[config.mk]
export PLATFORM = sky130hd
export DESIGN_NAME = systolic_feeder
export DESIGN_NICKNAME = d
export VERILOG_FILES = /design/src/rtl/systolic_pkg.sv /design/src/rtl/systolic_feeder_lane.sv /design/src/rtl/systolic_feeder.sv
export SDC_FILE = /design/constraint.sdc
export NUM_CORES = 1
export LEC_CHECK = 0
export CAP_MARGIN = 20
export CORE_MARGIN = 4
export CORE_UTILIZATION = 30
export CTS_BUF_LIST = sky130_fd_sc_hd__clkbuf_2
export DETAILED_ROUTE_END_ITERATION = 8
export GPL_ROUTABILITY_DRIVEN = 0
export GPL_TIMING_DRIVEN = 0
export SLEW_MARGIN = 20
export SYNTH_ARGS = -nofsm -noshare
export SYNTH_HDL_FRONTEND = slang
export SYNTH_SLANG_ARGS = --single-unit
export TNS_END_PERCENT = 100
[constraint.sdc]
create_clock -name clk_i -period 4.6 [get_ports clk_i]
set_clock_uncertainty 0.1 [all_clocks]
set_input_delay 0.69 -clock clk_i [delete_from_list [all_inputs] [get_ports clk_i]]
set_output_delay 0.69 -clock clk_i [all_outputs]
set_load 0.05 [all_outputs]
[src/rtl/systolic_pkg.sv]
// Shared types and helpers for the systolic array and its operand feeder.
package systolic_pkg;

  typedef enum logic {
    IDLE = 1'b0,
    SEND = 1'b1
  } feeder_state_e;

  // Waves needed to push depth elements through the most-skewed lane.
  function automatic int num_waves(input int depth, input int h, input int w);
    return depth + ((h > w) ? h : w) - 1;
  endfunction

endpackage

[src/rtl/systolic_feeder_lane.sv]
// One skewed operand lane: picks the element due on wave t, or drives 0 when idle.
module systolic_feeder_lane #(
  parameter int lane_p    = 0,
  parameter int depth_p   = 2,
  parameter int width_p   = 32,
  parameter int t_width_p = 2
) (
  input  logic                       en,
  input  logic [t_width_p-1:0]       t,
  input  logic [depth_p*width_p-1:0] ops,
  output logic [width_p-1:0]         data,
  output logic                       valid
);

  localparam logic [t_width_p-1:0] lane_c  = t_width_p'(lane_p);
  localparam logic [t_width_p-1:0] depth_c = t_width_p'(depth_p);

  logic [t_width_p-1:0] rel;

  assign rel   = t - lane_c;
  assign valid = en && (t >= lane_c) && (rel < depth_c);

  // Elements leave in descending k: wave offset rel carries k = depth-1-rel.
  always_comb begin
    data = '0;
    for (int k = 0; k < depth_p; k++) begin
      if (valid && (rel == t_width_p'(depth_p - 1 - k))) begin
        data = ops[k*width_p +: width_p];
      end
    end
  end

endmodule

[src/rtl/systolic_feeder.sv]
// Captures one A/B operand pair and streams it into the systolic array as skewed waves.
module systolic_feeder
  import systolic_pkg::*;
#(
  parameter int width_p        = 32,
  parameter int array_width_p  = 2,
  parameter int array_height_p = 2,
  parameter int depth_p        = 2
) (
  input  logic                                        clk_i,
  input  logic                                        reset_i,
  input  logic [width_p*array_height_p*depth_p-1:0]   a_i,
  input  logic [width_p*depth_p*array_width_p-1:0]    b_i,
  input  logic                                        v_i,
  output logic                                        ready_o,
  output logic [width_p*array_height_p-1:0]           row_o,
  output logic [array_height_p-1:0]                   row_valid_o,
  input  logic [array_height_p-1:0]                   row_ready_i,
  output logic [width_p*array_width_p-1:0]            col_o,
  output logic [array_width_p-1:0]                    col_valid_o,
  input  logic [array_width_p-1:0]                    col_ready_i,
  output logic                                        done_o,
  output feeder_state_e                               state_o
);

  localparam int waves_lp   = num_waves(depth_p, array_height_p, array_width_p);
  localparam int t_width_lp = $clog2(waves_lp + 1);
  localparam logic [t_width_lp-1:0] last_t_lp = t_width_lp'(waves_lp - 1);

  feeder_state_e state_q, state_n;
  logic [t_width_lp-1:0] t_q, t_n;
  logic ready_q, done_q, done_n;
  logic capture, sending, fire;
  logic [width_p*array_height_p*depth_p-1:0] a_q;
  logic [width_p*depth_p*array_width_p-1:0]  b_q;

  // Handshake: upstream pair transfers on v_i & ready_o. Toward the array each
  // lane transfers on valid & ready; a wave fires only when every valid lane is
  // ready, and valids/data are registered so they never depend on any ready.
  assign sending = (state_q == SEND);
  assign capture = (state_q == IDLE) && v_i && ready_q;
  assign fire    = sending
                   && (&(~row_valid_o | row_ready_i))
                   && (&(~col_valid_o | col_ready_i));

  always_comb begin
    state_n = state_q;
    t_n     = t_q;
    done_n  = 1'b0;
    case (state_q)
      IDLE: begin
        if (capture) begin
          state_n = SEND;
          t_n     = '0;
        end
      end
      SEND: begin
        if (fire) begin
          if (t_q == last_t_lp) begin
            state_n = IDLE;
            done_n  = 1'b1;
          end else begin
            t_n = t_q + t_width_lp'(1);
          end
        end
      end
      default: state_n = IDLE;
    endcase
  end

  // ready_q lags reset release by one edge so ready_o stays low the cycle after reset.
  always_ff @(posedge clk_i) begin
    if (!reset_i) begin
      state_q <= IDLE;
      t_q     <= '0;
      ready_q <= 1'b0;
      done_q  <= 1'b0;
    end else begin
      state_q <= state_n;
      t_q     <= t_n;
      ready_q <= (state_n == IDLE);
      done_q  <= done_n;
    end
  end

  always_ff @(posedge clk_i) begin
    if (!reset_i) begin
      a_q <= '0;
      b_q <= '0;
    end else if (capture) begin
      a_q <= a_i;
      b_q <= b_i;
    end
  end

  assign ready_o = ready_q;
  assign done_o  = done_q;
  assign state_o = state_q;

  for (genvar r = 0; r < array_height_p; r++) begin : g_row
    systolic_feeder_lane #(
      .lane_p   (r),
      .depth_p  (depth_p),
      .width_p  (width_p),
      .t_width_p(t_width_lp)
    ) u_lane (
      .en   (sending),
      .t    (t_q),
      .ops  (a_q[r*depth_p*width_p +: depth_p*width_p]),
      .data (row_o[r*width_p +: width_p]),
      .valid(row_valid_o[r])
    );
  end

  for (genvar c = 0; c < array_width_p; c++) begin : g_col
    logic [depth_p*width_p-1:0] ops;

    // Gather column c of B so the lane sees it in k order like an A row.
    always_comb begin
      ops = '0;
      for (int k = 0; k < depth_p; k++) begin
        ops[k*width_p +: width_p] = b_q[width_p*(k*array_width_p + c) +: width_p];
      end
    end

    systolic_feeder_lane #(
      .lane_p   (c),
      .depth_p  (depth_p),
      .width_p  (width_p),
      .t_width_p(t_width_lp)
    ) u_lane (
      .en   (sending),
      .t    (t_q),
      .ops  (ops),
      .data (col_o[c*width_p +: width_p]),
      .valid(col_valid_o[c])
    );
  end

endmodule
======== Word-level counts from Yosys, hierarchy flattened ========
Cells that the tools add are included.
storage, ports and cells
  register bits after elaboration ......... 261
  latch bits .............................. 0
  RAM bits ................................ 0
  memory bits (read-only) ................. 0
  input bits .............................. 263
  output and inout bits ................... 135
  memories kept ........................... 0
cells by class
  $add $sub $neg .......................... 2
  $mul .................................... 0
  divide/modulo/power cells ............... 0
  $lt $le $gt $ge ......................... 4
  equality and inequality tests ........... 6
  shift operators ......................... 0
  muxes and demuxes ....................... 17
  bitwise gates (word level) .............. 5
  reduce and logical (&&, ||, !) cells .... 18
operators with widths
  operator               count
  $mux W32               8
  $logic_and A1 B1 Y1    12
  $mux W2                3
  $reduce_and A3 Y1      2
  $eq A2 B1 Y1 const B   2
  $ge A2 B1 Y1 const B   2
  $logic_not A2 Y1       2
  $lt A2 B2 Y1 const B   2
  $mux W1                4
  $ne A2 B2 Y1 const B   2
  $or A2 B2 Y2           2
  $pmux W2 S2            1
  $reduce_and A2 Y1      2
  $add A2 B1 Y2 const B  1
  $eq A2 B2 Y1 const B   1
  $ne A2 B1 Y1 const B   1
  $not A1 Y1             2
  $not A2 Y2             1
  $pmux W1 S2            1
  $sub A2 B1 Y2 const B  1

======== Logic depth before layout (Yosys ltp) ========
  depth after elaboration ................. 11
  depth in mapped cells ................... 7
  mapped depth without buffers ............ 5

======== By module ========
A second synthesis with hierarchy kept.
unflattened totals
  cells, all modules ...................... 1522
  area total of the unflattened synthesis .. 12996.2 µm²
modules (own cells, without submodules)
  module                                       times used  cells each  area an instance (µm²)  seq. area each (µm²)
  systolic_feeder                              1           1142        10541.4                 5225.0
  systolic_feeder_lane at g_col[1].u_lane ...  2           116         666.9                   0.0
  systolic_feeder_lane at g_col[0].u_lane ...  2           74          560.5                   0.0

======== Worst setup path before layout ========
No wires, ideal clock.
  path kind ............................... flip-flop to output port
  from .................................... register state_q, in the netlist state_o
  to ...................................... output col_o[19]
  arrival ................................. 1980 ps
  required time ........................... 3810 ps
  setup slack ............................. 1830 ps
  stages on the path, launching flop included .. 5
  buffers on the path ..................... 1
  cells stage by stage .................... dfxtp_1 inv_1 nor3_4 buf_4 a22o_1
between the ends
  cells in the longest elaborated chain, start to end .. 5
  elaborated cells between the ends (all ways) .. 6
  classes of those cells .................. 2 x mux; 4 x reduce/logical
ends and longest elaborated chain
  what                                   RTL line                    RTL
  start, declared                        systolic_feeder.sv:30       feeder_state_e state_q, state_n;
  start signal, assigned                 systolic_feeder.sv:79       state_q <= state_n;
  $logic_and A1 B1 Y1 (*) (2 in series)  systolic_feeder_lane.sv:21  assign valid = en && (t >= lane_c) && (rel < depth_c);
  $logic_and A1 B1 Y1                    systolic_feeder_lane.sv:27  if (valid && (rel == t_width_p'(depth_p - 1 - k))) begin
  $mux W32                               systolic_feeder_lane.sv:27
  $mux W32 (*)                           systolic_feeder_lane.sv:27
  end, declared                          systolic_feeder.sv:19       output logic [width_p*array_width_p-1:0] col_o,
Every way passes the cells marked *; elsewhere a longest branch is shown, timed or not.

======== Worst setup path after layout ========
  from .................................... register t_q[1]
  to ...................................... output row_o[8]
between the ends
  cells in the longest elaborated chain, start to end .. 6
  elaborated cells between the ends (all ways) .. 10
  classes of those cells .................. 2 x order compare; 1 x eq/ne; 2 x mux; 5 x reduce/logical
ends and longest elaborated chain
  what                               RTL line                    RTL
  start, declared                    systolic_feeder.sv:31       logic [t_width_lp-1:0] t_q, t_n;
  start signal, assigned             systolic_feeder.sv:80       t_q <= t_n;
  $ge A2 B1 Y1                       systolic_feeder_lane.sv:21
  $logic_and A1 B1 Y1 (2 in series)  systolic_feeder_lane.sv:21
  $logic_and A1 B1 Y1                systolic_feeder_lane.sv:27
  $mux W32                           systolic_feeder_lane.sv:27
  $mux W32 (*)                       systolic_feeder_lane.sv:27
  end, declared                      systolic_feeder.sv:16       output logic [width_p*array_height_p-1:0] row_o,
Marks and branches as above.

==> results.md <==
- The run finished with clean final reports.
- The maximum fanout along the worst path is 10.
- Once detail routing completed, the nets flagged for antenna violations numbered 0.
- The count of unique library cells instantiated by Yosys is 26.
- The slowest library cell on the worst path is clkdlybuf4s50_1.
- The total iterations of the first detailed-routing run is 5.
- The H-tree was split into 3 levels.
- The number of warnings reported in the yosys synthesis log is 0.
- The kind of capture point of the worst setup path is an output pin.
- The fraction of power consumed by sequential logic is between 40% and 50%.
- At the worst endpoint, the arrival time is 3.60 ns.
- Buffers inserted to repair hold after CTS numbered 0.
- In this run the critical register-to-register path is launched from t_q[1]$_SDFFE_PN0P_.
- The number of top-level pins is about 400.
- The height of the die is around 200 um.
- Walking the worst path, the cells encountered are inv_1, ha_1, inv_1, and3_1, buf_2, buf_4, a22o_1, clkdlybuf4s50_1.
- The launching element type of the critical path is a register.
- The DRC violation count after routing is 0.
- The measured slew at the worst slew-check pin is 0.632 ns.
- The synthesized area per cell is about 8.5 sq um.
- The net total in the final layout is a little over 2000.
- The power density over the cells is ~300 nW/um^2.
- After the first detailed-routing iteration, the DRC count stood at around 430.
- Synthesis produced a netlist whose cell count is 1305.
- The most numerous cell on the critical path is inv_1.
- The relative slew slack is 57.9%.
- The buffer and inverter count on the worst path is 5.
- Counting every sink on the clock net gives 261.
- The starting density of the core is 30.3%.
- The overall track demand over capacity in global routing is around a fifth.
- Derived from the worst setup path, the maximum achievable clock frequency is between 0.2 and 0.25 GHz.
- The number of placement rows is 70.
- The routed via count divided by cell count is between 4 and 5.
- Grouping stages by cell kind, the critical path spends the most delay in buffers and inverters.
- The count of final max-slew check failures was 0.
- In this run the power spent charging and discharging nets is ~1.4 mW.
- Clock tree synthesis inserted a total of 74 buffers.
- The startpoint identified for the worst hold timing path is reset_i.
- The fraction of layout cells with a size suffix above 1 is 13.1%.
- The clock network fraction of design power is between 30 and 40%.
- The number of cells in the finished layout apart from fillers is ~2300.
- The area enclosed by the die boundary is 40000 sq um.
- Entering global routing, the biggest net connects 11 pins.
- The maximum resistive drop on vdd is 0.175 mV.
- The number of global-route vias before repair is between 10000 and 15000.
- Setup violations remaining at the end of the flow were counted as 0.
- TritonCTS built the clock tree.
- The final core area utilization is around 45%.
- Synthesis inferred around 260 register bits.
- The smallest clock period supported by the final layout is computed as approximately 4.4 ns.
- Counting every net in the synthesized netlist gives between 1500 and 2000.
- The average routed wire per standard cell is 19.0 um.
- The total core area is 36500 sq um.
- The internal portion of total power is 3.51 mW.
- Sequential cells were found to cover around 47% of the synthesized design area.
- Summing every instance area after synthesis gives 11100 sq um.
- In this run the static leakage power is ~7.2 nW.
- Max-cap violations in this run came to 0.
- Compared with the post-synthesis result, the final layout area differs by 48.3%.
- From left edge to right edge, the die measures ~200 um.
- The buffer type at the clock tree root is clkbuf_2.
- Of the available clock period, the critical path in the final layout requires between 90% and 100%.
- The initial antenna violation count is 6.
- The final global-route overflow total is 0.
- Final hold analysis gives a worst-case slack of between 0.15 and 0.2 ns.
- Net switching is slightly below 30% of the power.
- The maximum count of clock buffers along a single path is 3.
- The worst setup path is of the register to output pin kind.
- The final setup TNS is 0 ns.
- The combinational group share of total power is 14.8%.
- The insertion delay of the later-clocked pin in the worst-skew pair is 0.81 ns.
- Detailed routing inserted a total of approximately 11000 vias.
- Counting tap cells, the placed design contains a total of ~2200 instances.
- The quantity of I/O buffers inserted on ports is roughly 400.
- The total count of hold-check failures in the final report is 0.
- Clock-pin slew was measured on the worst setup and hold paths at between 0.1 and 0.15 ns.
- The launch point of the worst path is t_q[1]$_SDFFE_PN0P_.
- The worst hold-check path type is input port to register.
- The delay of the slowest cell on the worst path is about 0.80 ns.
- Data on the critical path is required at its endpoint by between 3 and 4 ns.
- The first global-routing pass estimated between 60 and 70 mm of wire.
- After legalization and detailed placement, the total HPWL measured roughly 32 mm.
- The total wire length after detailed routing is approximately 44 mm.
- The completed layout was analyzed and its total power is 4.96 mW.
==> cells by family after synthesis <==
family                     after synthesis  share of synthesized area [%]
AOI/OAI and AO/OA                      390                           28.0
and+or+nand+nor                        527                           18.3
muxes                                    2                          0.181
adders and majority gates                3                          0.339
buffers and inverters                  122                           5.99
DFF                                    261                           47.2
==> power by group through the flow <==
stage,logic [mW],clock network [mW],registers [mW]
after floorplan,0.341,0,2.48
after global placement,0.730,0,2.49
after detailed placement,0.735,0,2.50
after CTS,0.743,1.85,2.45
after global routing,0.800,2.00,2.46
final,0.731,1.78,2.45
==> worst register-to-register path: stages (launching register included) <==
cell,delay [ns]
dfxtp_1,0.51
inv_1,0.12
ha_1,0.34
and3b_4,0.23
a2111oi_2,0.49
mux2i_1,0.23
==> flip-flops by register name, summed over array words and instances (netlist names) <==
register / count
b_q: 128
t_q: 2
a_q: 128
ready_o: 1
state_o: 1
done_o: 1
==> repair_timing <==
action                                  4_1_cts  5_1_grt
endpoints found under the setup margin       61       98
buffers inserted                              2        0
pin swaps                                     1        0
gates resized for setup                      80      113
==> layer usage <==
metal | track usage (%) | vias to the layer above | wire (um)
li1 | - | 5380 | -
met3 | 7.28 | 57 | 3520
met5 | 0 | - | 34
met1 | 25.3 | 5072 | 18500
met4 | 5.71 | 4 | 778
met2 | 35.4 | 353 | 21100
==> cell type report <==
type,instances,area (sq um)
well taps,468,586
repair buffers,398,4050
clock buffers,115,576
multi-input cells,922,5180
clock inverters,17,119
inverters,5,18.8
diodes,4,10.0
flip-flops and latches,261,5230
fillers,3760,20100
plain buffers,117,649
==> synthesized netlist by cell type <==
library cell  count  area [sq um]
a311oi_1          1          8.76
nand3b_1          1          7.51
mux2i_1           2          20.0
dfxtp_1         261          5230
nor2b_1           1          6.26
inv_1             5          18.8
a2111oi_0         1          8.76
nand2_1         516          1940
buf_4            27           203
nand3_1           3          15.0
a22o_1          128          1120
and3_1            1          6.26
a21oi_1           1          5.00
nor3_4            1          16.3
a21boi_0        256          1920
clkbuf_1         32           120
o211a_1           1          10.0
ha_1              3          37.5
nor3b_2           1          12.5
a2111oi_2         1          15.0
and2_1            1          6.26
buf_2            53           265
and3b_4           1          12.5
o21ai_0           1          5.00
and3b_1           1          8.76
buf_6             5          56.3
==> per-stage QoR <==
step | setup WS, ns | cell area (sq um)
after floorplan | 1.83 | 11100
after global placement | 0.603 | 15600
after detailed placement | 0.571 | 15600
after CTS | 0.0159 | 16300
after global routing | -0.0101 | 16400
final | 0.208 | 16400
==> final timing paths <==
check	endpoint	slack [ns]	cells after the start
worst min register to register	a_q[85]$_SDFFE_PN0P_	0.36	2
worst max register to register	t_q[0]$_SDFFE_PN0P_	2.52	5
worst min-delay path	a_q[57]$_SDFFE_PN0P_	0.19	2
worst max-delay path	row_o[8]	0.21	8
==> placed cells by master, fill, tap and decap left out <==
master / synthesis / layout
clkdlybuf4s15_1: 0 / 19
buf_2: 53 / 51
nand3b_1: 1 / 1
a21boi_0: 256 / 256
clkbuf_4: 0 / 1
a21oi_1: 1 / 1
clkdlybuf4s50_1: 0 / 277
nor2b_1: 1 / 1
inv_1: 5 / 5
clkbuf_2: 0 / 131
nand2_1: 516 / 516
o211a_1: 1 / 1
and3b_1: 1 / 1
a22o_1: 128 / 128
buf_12: 0 / 1
a311oi_1: 1 / 1
dlymetal6s2s_1: 0 / 59
buf_4: 27 / 29
and3b_4: 1 / 1
a2111oi_2: 1 / 1
inv_2: 0 / 4
diode_2: 0 / 4
clkdlybuf4s15_2: 0 / 10
bufinv_16: 0 / 2
buf_6: 5 / 5
a2111oi_0: 1 / 1
dlygate4sd2_1: 0 / 15
dfxtp_1: 261 / 261
and2_1: 1 / 1
mux2i_1: 2 / 2
clkinv_2: 0 / 2
o21ai_0: 1 / 1
nand3_1: 3 / 3
and3_1: 1 / 1
ha_1: 3 / 3
nor3b_2: 1 / 1
nor3_4: 1 / 1
clkinv_1: 0 / 9
clkbuf_1: 32 / 32
(Power assumes the default switching activity.)
